$ cat src/rtl/select_line_scanner.sv
// Serial priority encoder: captures a select-line vector and emits the index of
// every asserted line, lowest first, over a valid/ready handshake.
module select_line_scanner #(
  parameter int LINES = 16,
  parameter int IDX_W = 4
) (
  input  logic             clk,
  input  logic             reset,
  input  logic             load,
  input  logic [LINES-1:0] lines_in,
  output logic             busy,
  output logic             idx_valid,
  output logic [IDX_W-1:0] idx_out,
  input  logic             idx_ready,
  output logic             done,
  output logic [IDX_W:0]   count
);

  typedef enum logic [1:0] {
    IDLE = 2'd0,
    EMIT = 2'd1,
    DONE = 2'd2
  } state_t;

  state_t           state, state_nxt;
  logic [LINES-1:0] pending, pending_nxt;
  logic [LINES-1:0] remaining;
  logic [IDX_W-1:0] idx_out_nxt;
  logic             idx_valid_nxt;
  logic             busy_nxt;
  logic             done_nxt;
  logic [IDX_W:0]   count_nxt;

  // Lowest set bit wins; an all-zero vector maps to index 0 but is never emitted.
  function automatic logic [IDX_W-1:0] lowest_idx(input logic [LINES-1:0] v);
    logic [IDX_W-1:0] r;
    r = '0;
    for (int i = LINES - 1; i >= 0; i--) begin
      if (v[i]) r = IDX_W'(i);
    end
    return r;
  endfunction

  function automatic logic [LINES-1:0] bit_mask(input logic [IDX_W-1:0] idx);
    logic [LINES-1:0] m;
    m = '0;
    m[idx] = 1'b1;
    return m;
  endfunction

  assign remaining = pending & ~bit_mask(idx_out);

  always_comb begin
    state_nxt     = state;
    pending_nxt   = pending;
    idx_out_nxt   = idx_out;
    idx_valid_nxt = idx_valid;
    count_nxt     = count;
    case (state)
      IDLE: begin
        if (load) begin
          pending_nxt = lines_in;
          count_nxt   = '0;
          if (|lines_in) begin
            state_nxt     = EMIT;
            idx_valid_nxt = 1'b1;
            idx_out_nxt   = lowest_idx(lines_in);
          end else begin
            state_nxt = DONE;
          end
        end
      end
      EMIT: begin
        if (idx_valid && idx_ready) begin
          pending_nxt = remaining;
          count_nxt   = count + (IDX_W + 1)'(1);
          if (|remaining) begin
            idx_out_nxt = lowest_idx(remaining);
          end else begin
            idx_valid_nxt = 1'b0;
            state_nxt     = DONE;
          end
        end
      end
      DONE: begin
        state_nxt = IDLE;
      end
      default: begin
        state_nxt     = IDLE;
        pending_nxt   = '0;
        idx_valid_nxt = 1'b0;
      end
    endcase
    // busy and done are registered, so they are derived from the next state.
    busy_nxt = (state_nxt != IDLE);
    done_nxt = (state_nxt == DONE);
  end

  always_ff @(posedge clk or posedge reset) begin
    if (reset) begin
      state     <= IDLE;
      pending   <= '0;
      idx_out   <= '0;
      idx_valid <= 1'b0;
      busy      <= 1'b0;
      done      <= 1'b0;
      count     <= '0;
    end else begin
      state     <= state_nxt;
      pending   <= pending_nxt;
      idx_out   <= idx_out_nxt;
      idx_valid <= idx_valid_nxt;
      busy      <= busy_nxt;
      done      <= done_nxt;
      count     <= count_nxt;
    end
  end

endmodule

$ cat config.mk
export PLATFORM = sky130hd
export DESIGN_NAME = select_line_scanner
export DESIGN_NICKNAME = d
export VERILOG_FILES = /design/src/rtl/select_line_scanner.sv
export SDC_FILE = /design/constraint.sdc
export NUM_CORES = 1
export LEC_CHECK = 0
export ABC_AREA = 1
export CAP_MARGIN = 20
export CORE_ASPECT_RATIO = 0.5
export CORE_UTILIZATION = 55
export CTS_BUF_LIST = sky130_fd_sc_hd__clkbuf_2
export DETAILED_ROUTE_END_ITERATION = 7
export DONT_BUFFER_PORTS = 1
export PLACE_DENSITY = 0.73
export SKIP_CTS_REPAIR_TIMING = 1
export SLEW_MARGIN = 20
export SYNTH_ARGS = -nofsm -noshare
export SYNTH_HDL_FRONTEND = slang
export SYNTH_SLANG_ARGS = --single-unit
$ cat constraint.sdc
create_clock -name clk -period 1.6 [get_ports clk]
set_clock_uncertainty 0.05 [all_clocks]
set_input_delay 0.08 -clock clk [delete_from_list [all_inputs] [get_ports clk]]
set_output_delay 0.08 -clock clk [all_outputs]
set_load 0.02 [all_outputs]
==> metrics.yaml, run 1 <==
status: "finished with violations"
violations: "setup timing"
seqCellArea_um2: 756
coreArea_mm2: 0.00314
layout-drive-gt1-share: 0.289
die_w_um: 85.1
nets: 366
endpoint_kind: "flop"
slew_viol_final: 0
power.density_mw_per_mm2: 488
rrSetupSlack_ns: -0.37
syn_area_mm2: 0.00190
dpl.cell_count: 358
clockRootBuffer: "clkbuf_2"
worstSkewPairLatency_ns: 0.39
critPathSlowestCell: "dfrtp_2"
post-route-util: 0.844
cts_tree: "built"
fin_crit_ns: 1.97
worstPathArrival_ns: 2.26
cts.sinks: 30
synthCells: 278
wl_um: 5800
synth_fp_nets: 299
p_int_mw: 0.925
grtUsageTotal: 0.316
synth_area_per_cell_um2: 6.82
num_vias: 2132
synth_edf_count: 0
area_growth_pct: 39.6
htree_levels: 2
crit_required_ns: 1.89
leakagePower_nw: 1.44
ant_nets: 0
first_pass_iters: 4
layout.cells.non_filler: 386
synth_warnings: 0
cpPeakStageDelay_ns: 0.52
num_io_pins: 32
combPwrFrac: 0.097
die_h_um: 43.5
cp_max_fo: 8
grt_max_degree: 31
peakVddDrop_v: 0.000503
hpwl_um: 4070
min_path_type: "in2reg"
drv_cap: 0
timing.fmax_ghz: 0.508
drcViolationCount: 0
hold_violations: 0
ys_ff_latch: 30
setup_slack_ns: -0.368
synthArstFlopShare: 1.00
multi_input_area_mm2: 0.00112
clock_path_buffers: 2
grt_pass1_vias: 1871
swShare: 0.285
clock_power_share: 0.307
crit_chain: "or2_4 > o21ai_2 > nand2_2 > nor2_2 > nand2_2 > o21ai_4 > a21oi_4 > a21boi_1 > a21oi_2"
yosysUniqueCellTypes: 30
finalWeightedCongestion: 0.955
vias_per_cell: 5.52
path_common_cell: "nand2_2"
slew_headroom: 0.736
p_sw_mw: 0.368
worstMarginPinSlew_ns: 0.396
ys_seq_area_frac: 0.396
dieArea_mm2: 0.00370
grt_overflow: 0
grt_setup_unrepaired: "true"
antenna_found_initial: 0
critPathBufInv: 0
min_period_over_period: 1.23
setup_viol: 8
numCtsBuffers: 5
worst_setup_path_start_kind: "flop"
initial_utilization: 0.605
crit_type: "reg2reg"
antennaDiodeCount: 0
cp_top_family: "compound AO/OA/AOI/OAI gates"
fill_cells: 209
wl_per_cell_um: 15.0
seqPwrFrac: 0.596
grt_pass1_wl_um: 8740
clkTransAtPathRegs_ns: 0.18
portBuffers: 0
drt_iter0_markers: 112
fp-row-count: 14
synthFlopType: "dfrtp_1"
## routing by layer
| metal | GRT usage | up-vias | share of wire |
|---|---|---|---|
| li1 | - | 1049 | - |
| met1 | 0.447 | 987 | 0.47 |
| met2 | 0.466 | 91 | 0.42 |
| met3 | 0.107 | 5 | 0.098 |
| met4 | 0.0915 | 0 | 0.0064 |
| met5 | 0 | - | 0 |
## cell type report
class	count	area share
repair buffers	65	0.203
multi-input cells	206	0.425
inverters	37	0.0534
clock buffers	6	0.0113
clock inverters	2	0.00331
well taps	40	0.0189
flip-flops and latches	30	0.285
## final timing paths
path | startpoint | end | cells after the start
max | idx_out[0]$_DFFE_PP0P_ | idx_out[0]$_DFFE_PP0P_ | 9
max in group asynchronous | reset | idx_out[1]$_DFFE_PP0P_ | 3
min reg2reg | pending[2]$_DFFE_PP0P_ | pending[2]$_DFFE_PP0P_ | 2
min | idx_ready | done$_DFF_PP0_ | 4
max reg2reg | idx_out[0]$_DFFE_PP0P_ | idx_out[0]$_DFFE_PP0P_ | 9
min in group asynchronous | reset | done$_DFF_PP0_ | 3
## flip-flops by register name, indices dropped and copies added, names as in the netlist
name       flops
idx_valid      1
busy           1
state          2
done           1
count          5
pending       16
idx_out        4
## per-stage QoR
| step | power [mW] | setup TNS [ns] | instance area [µm²] | hold slack, ns | worst slack (ns) |
|---|---|---|---|---|---|
| after floorplan | 0.842 | -1.40 | 1940 | 0.121 | -0.214 |
| after global placement | 0.866 | -1.60 | 2310 | 0.0247 | -0.265 |
| after detailed placement | 0.867 | -1.84 | 2310 | 0.0264 | -0.311 |
| after CTS | 1.25 | -2.17 | 2350 | -0.417 | -0.334 |
| after global routing | 1.32 | -3.06 | 2650 | 0.0384 | -0.464 |
| final | 1.29 | -2.35 | 2650 | 0.00228 | -0.368 |
## power by group through the flow
stage | combinational (mW) | sequential, mW | clock, mW
6_report | 0.126 | 0.771 | 0.396
5_1_grt | 0.140 | 0.772 | 0.413
4_1_cts | 0.0839 | 0.770 | 0.396
3_5_place_dp | 0.0835 | 0.784 | 0
3_3_place_gp | 0.0821 | 0.783 | 0
2_1_floorplan | 0.0587 | 0.783 | 0
## cell usage in the layout (no fill, tap or decap), drive strengths merged
cell,n
inv,37
nor3,5
o32ai,1
nand2,96
o21ai,21
o21bai,1
nor2,28
ha,1
a21boi,1
o22ai,17
or2,1
o211ai,2
clkbuf,6
a31oi,2
dlygate4sd3,18
clkinv,2
dfrtp,30
a22o,1
xor2,1
nor4,2
a21oi,14
nand3,9
o31ai,2
buf,47
and3,1
## worst register-to-register path: stages, from the launching register on
cell      delay, ns
dfrtp_2        0.52
or2_4          0.31
o21ai_2        0.16
nand2_2        0.10
nor2_2         0.13
nand2_2        0.08
o21ai_4        0.19
a21oi_4        0.11
a21boi_1       0.15
a21oi_2        0.13
## synthesized netlist by cell type, types with 5 or more instances
cell      number  share of area
o21ai_1       11          0.029
a21oi_1       12          0.032
nor2_1        23          0.046
nand2_1       94           0.19
nand3_1        9          0.024
o21ai_0        6          0.016
o22ai_1       17          0.056
nor3_1         5          0.013
nor2_2         5          0.016
clkbuf_1       5         0.0099
dfrtp_1       30           0.40
inv_1         33          0.065
## logic make-up (layout without fill, tap and decap cells)
family                   count (synthesis)  in the layout  share of synthesized area
AO/OA/AOI/OAI                           62             62                      0.204
adder cells (fa/ha/maj)                  1              1                    0.00660
AND/OR/NAND/NOR                        142            142                      0.306
flip-flops                              30             30                      0.396
buffers and inverters                   42            110                     0.0831
XOR/XNOR                                 1              1                    0.00462
(Power assumes the default switching activity.)
==> inputs of run 2 (changes only) <==
SETUP_SLACK_MARGIN = 0.02   (was unset)
==> run 2 against run 1 <==
Compared with the run above:
- maximum frequency stayed put
- register-to-register slack barely moved
- the run still ends with setup timing left
- total power about the same
- first-iteration DRC count unchanged
- flip-flop and latch count did not move
==> metrics.yaml, run 2 (synthesis results as in run 1) <==
status: "finished with violations"  # unchanged
violations: "setup timing"  # unchanged
grt_setup_unrepaired: "true"  # unchanged
area_growth_pct: 39.6  # unchanged
portBuffers: 0  # unchanged
leakagePower_nw: 1.44  # about the same
cpPeakStageDelay_ns: 0.52  # about the same
drv_cap: 0  # unchanged
critPathSlowestCell: "dfrtp_2"  # unchanged
coreArea_mm2: 0.00314  # unchanged
power.density_mw_per_mm2: 488  # about the same
clock_path_buffers: 2  # unchanged
cts.sinks: 30  # unchanged
timing.fmax_ghz: 0.508  # unchanged
num_io_pins: 32  # unchanged
rr_worst_depth: 9  # unchanged
fill_cells: 209  # unchanged
hpwl_um: 4070  # unchanged
seqCellArea_um2: 756  # unchanged
place_area_mm2: 0.00231  # unchanged
finalWeightedCongestion: 0.955  # unchanged
initial_utilization: 0.605  # unchanged
total_power_mw: 1.29  # about the same
drt_iter0_markers: 112  # unchanged
top_register: "pending"  # unchanged
nets: 366  # unchanged
worstMarginPinSlew_ns: 0.396  # unchanged
num_vias: 2132  # unchanged
hold_depth: 4  # unchanged
hold_violations: 0  # unchanged
worst_setup_path_start_kind: "flop"  # unchanged
wl_per_cell_um: 15.0  # unchanged
grt_max_degree: 31  # unchanged
fin_area_mm2: 0.00265  # unchanged
post-place-ws_ns: -0.311  # unchanged
hp-start: "idx_ready"  # unchanged
drcViolationCount: 0  # unchanged
largest_reg_flops: 16  # unchanged
r2r-end: "idx_out[0]$_DFFE_PP0P_"  # unchanged
critPathLaunch: "idx_out[0]$_DFFE_PP0P_"  # unchanged
grt_pass1_vias: 1871  # unchanged
crit_chain: "or2_4 > o21ai_2 > nand2_2 > nor2_2 > nand2_2 > o21ai_4 > a21oi_4 > a21boi_1 > a21oi_2"  # unchanged
first_pass_iters: 4  # unchanged
die_w_um: 85.1  # unchanged
cp_max_fo: 8  # unchanged
mostFrequentLayoutCell: "nand2_1"  # unchanged
clkTransAtPathRegs_ns: 0.18  # about the same
worstSkewPairLatency_ns: 0.39  # about the same
dieArea_mm2: 0.00370  # unchanged
setup_slack_ns: -0.368  # unchanged
layout.cells.non_filler: 386  # unchanged
slew_viol_final: 0  # unchanged
hold_path_end: "done$_DFF_PP0_"  # unchanged
crit_type: "reg2reg"  # unchanged
setup_viol: 8  # unchanged
grt_pass1_wl_um: 8740  # unchanged
dpl.cell_count: 358  # unchanged
ant_nets: 0  # unchanged
cts_tree: "built"  # unchanged
multi_input_area_mm2: 0.00112  # unchanged
antenna_found_initial: 0  # unchanged
hold_slack_ns: 0.00228  # unchanged
numCtsBuffers: 5  # unchanged
min_path_type: "in2reg"  # unchanged
slew_headroom: 0.736  # unchanged
fp-row-count: 14  # unchanged
min_period_over_period: 1.23  # unchanged
final_cell_mix: "87 x nand2_1, 46 x buf_4, 32 x inv_1"  # unchanged
wl_um: 5800  # unchanged
reg.largest.list: "pending: 16 flops, count: 5 flops, idx_out: 4 flops"  # unchanged
rrSetupSlack_ns: -0.37  # about the same
critPathBufInv: 0  # unchanged
vias_per_cell: 5.52  # unchanged
antennaDiodeCount: 0  # unchanged
grtUsageTotal: 0.316  # unchanged
worstPathArrival_ns: 2.26  # about the same
r2r-start: "idx_out[0]$_DFFE_PP0P_"  # unchanged
die_h_um: 43.5  # unchanged
cp_top_family: "compound AO/OA/AOI/OAI gates"  # unchanged
clockRootBuffer: "clkbuf_2"  # unchanged
endpoint_kind: "flop"  # unchanged
path_common_cell: "nand2_2"  # unchanged
fin_crit_ns: 1.97  # unchanged
peakVddDrop_v: 0.000503  # unchanged
htree_levels: 2  # unchanged
crit_required_ns: 1.89  # about the same
grt_overflow: 0  # unchanged
layout-drive-gt1-share: 0.289  # unchanged
run 2: cell counts in the layout (fill, tap and decap cells not counted):
Identical to the previous run, type by type.
run 2: worst max path at each step:
stage               cells past startpoint  slack, ns                      to
detailed placement                     10      -0.31  idx_out[0]$_DFFE_PP0P_
global placement                       18      -0.26  idx_out[0]$_DFFE_PP0P_
finish                                  9      -0.37  idx_out[0]$_DFFE_PP0P_
global route                           19      -0.46  idx_out[0]$_DFFE_PP0P_
CTS                                    10      -0.33  idx_out[0]$_DFFE_PP0P_
floorplan                               9      -0.21  idx_out[0]$_DFFE_PP0P_
run 2: metrics by stage:
| stage | util | TNS (ns) |
|---|---|---|
| global route | 0.844 | -3.05 |
| detailed placement | 0.736 | -1.84 |
| floorplan | - | -1.40 |
| finish | 0.844 | -2.35 |
| global placement | 0.736 | -1.60 |
| CTS | 0.749 | -2.17 |
run 2: where the power goes:
group / leakage [nW] / internal, mW / switching [mW]
Sequential: 0.382 / 0.762 / 0.00860
Clock: 0.0304 / 0.107 / 0.289
Combinational: 1.03 / 0.0556 / 0.0703
run 2: tightest hold or removal path: cells and delay by family:
family,cells,cell delay (ns)
AND/OR/NAND/NOR,3,0.28
AO/OA/AOI/OAI,1,0.07
run 2: layer usage:
layer  share of wire  track usage
met4          0.0064       0.0915
met2            0.42        0.466
met5               0            0
met3           0.098        0.107
met1            0.47        0.447
run 2: layout make-up:
| class | instances | share of cell area |
|---|---|---|
| Multi-Input combinational cell | 206 | 0.425 |
| Sequential cell | 30 | 0.285 |
| Timing Repair Buffer | 65 | 0.203 |
| Inverter | 37 | 0.0534 |
| Tap cell | 40 | 0.0189 |
| Clock buffer | 6 | 0.0113 |
| Clock inverter | 2 | 0.00331 |
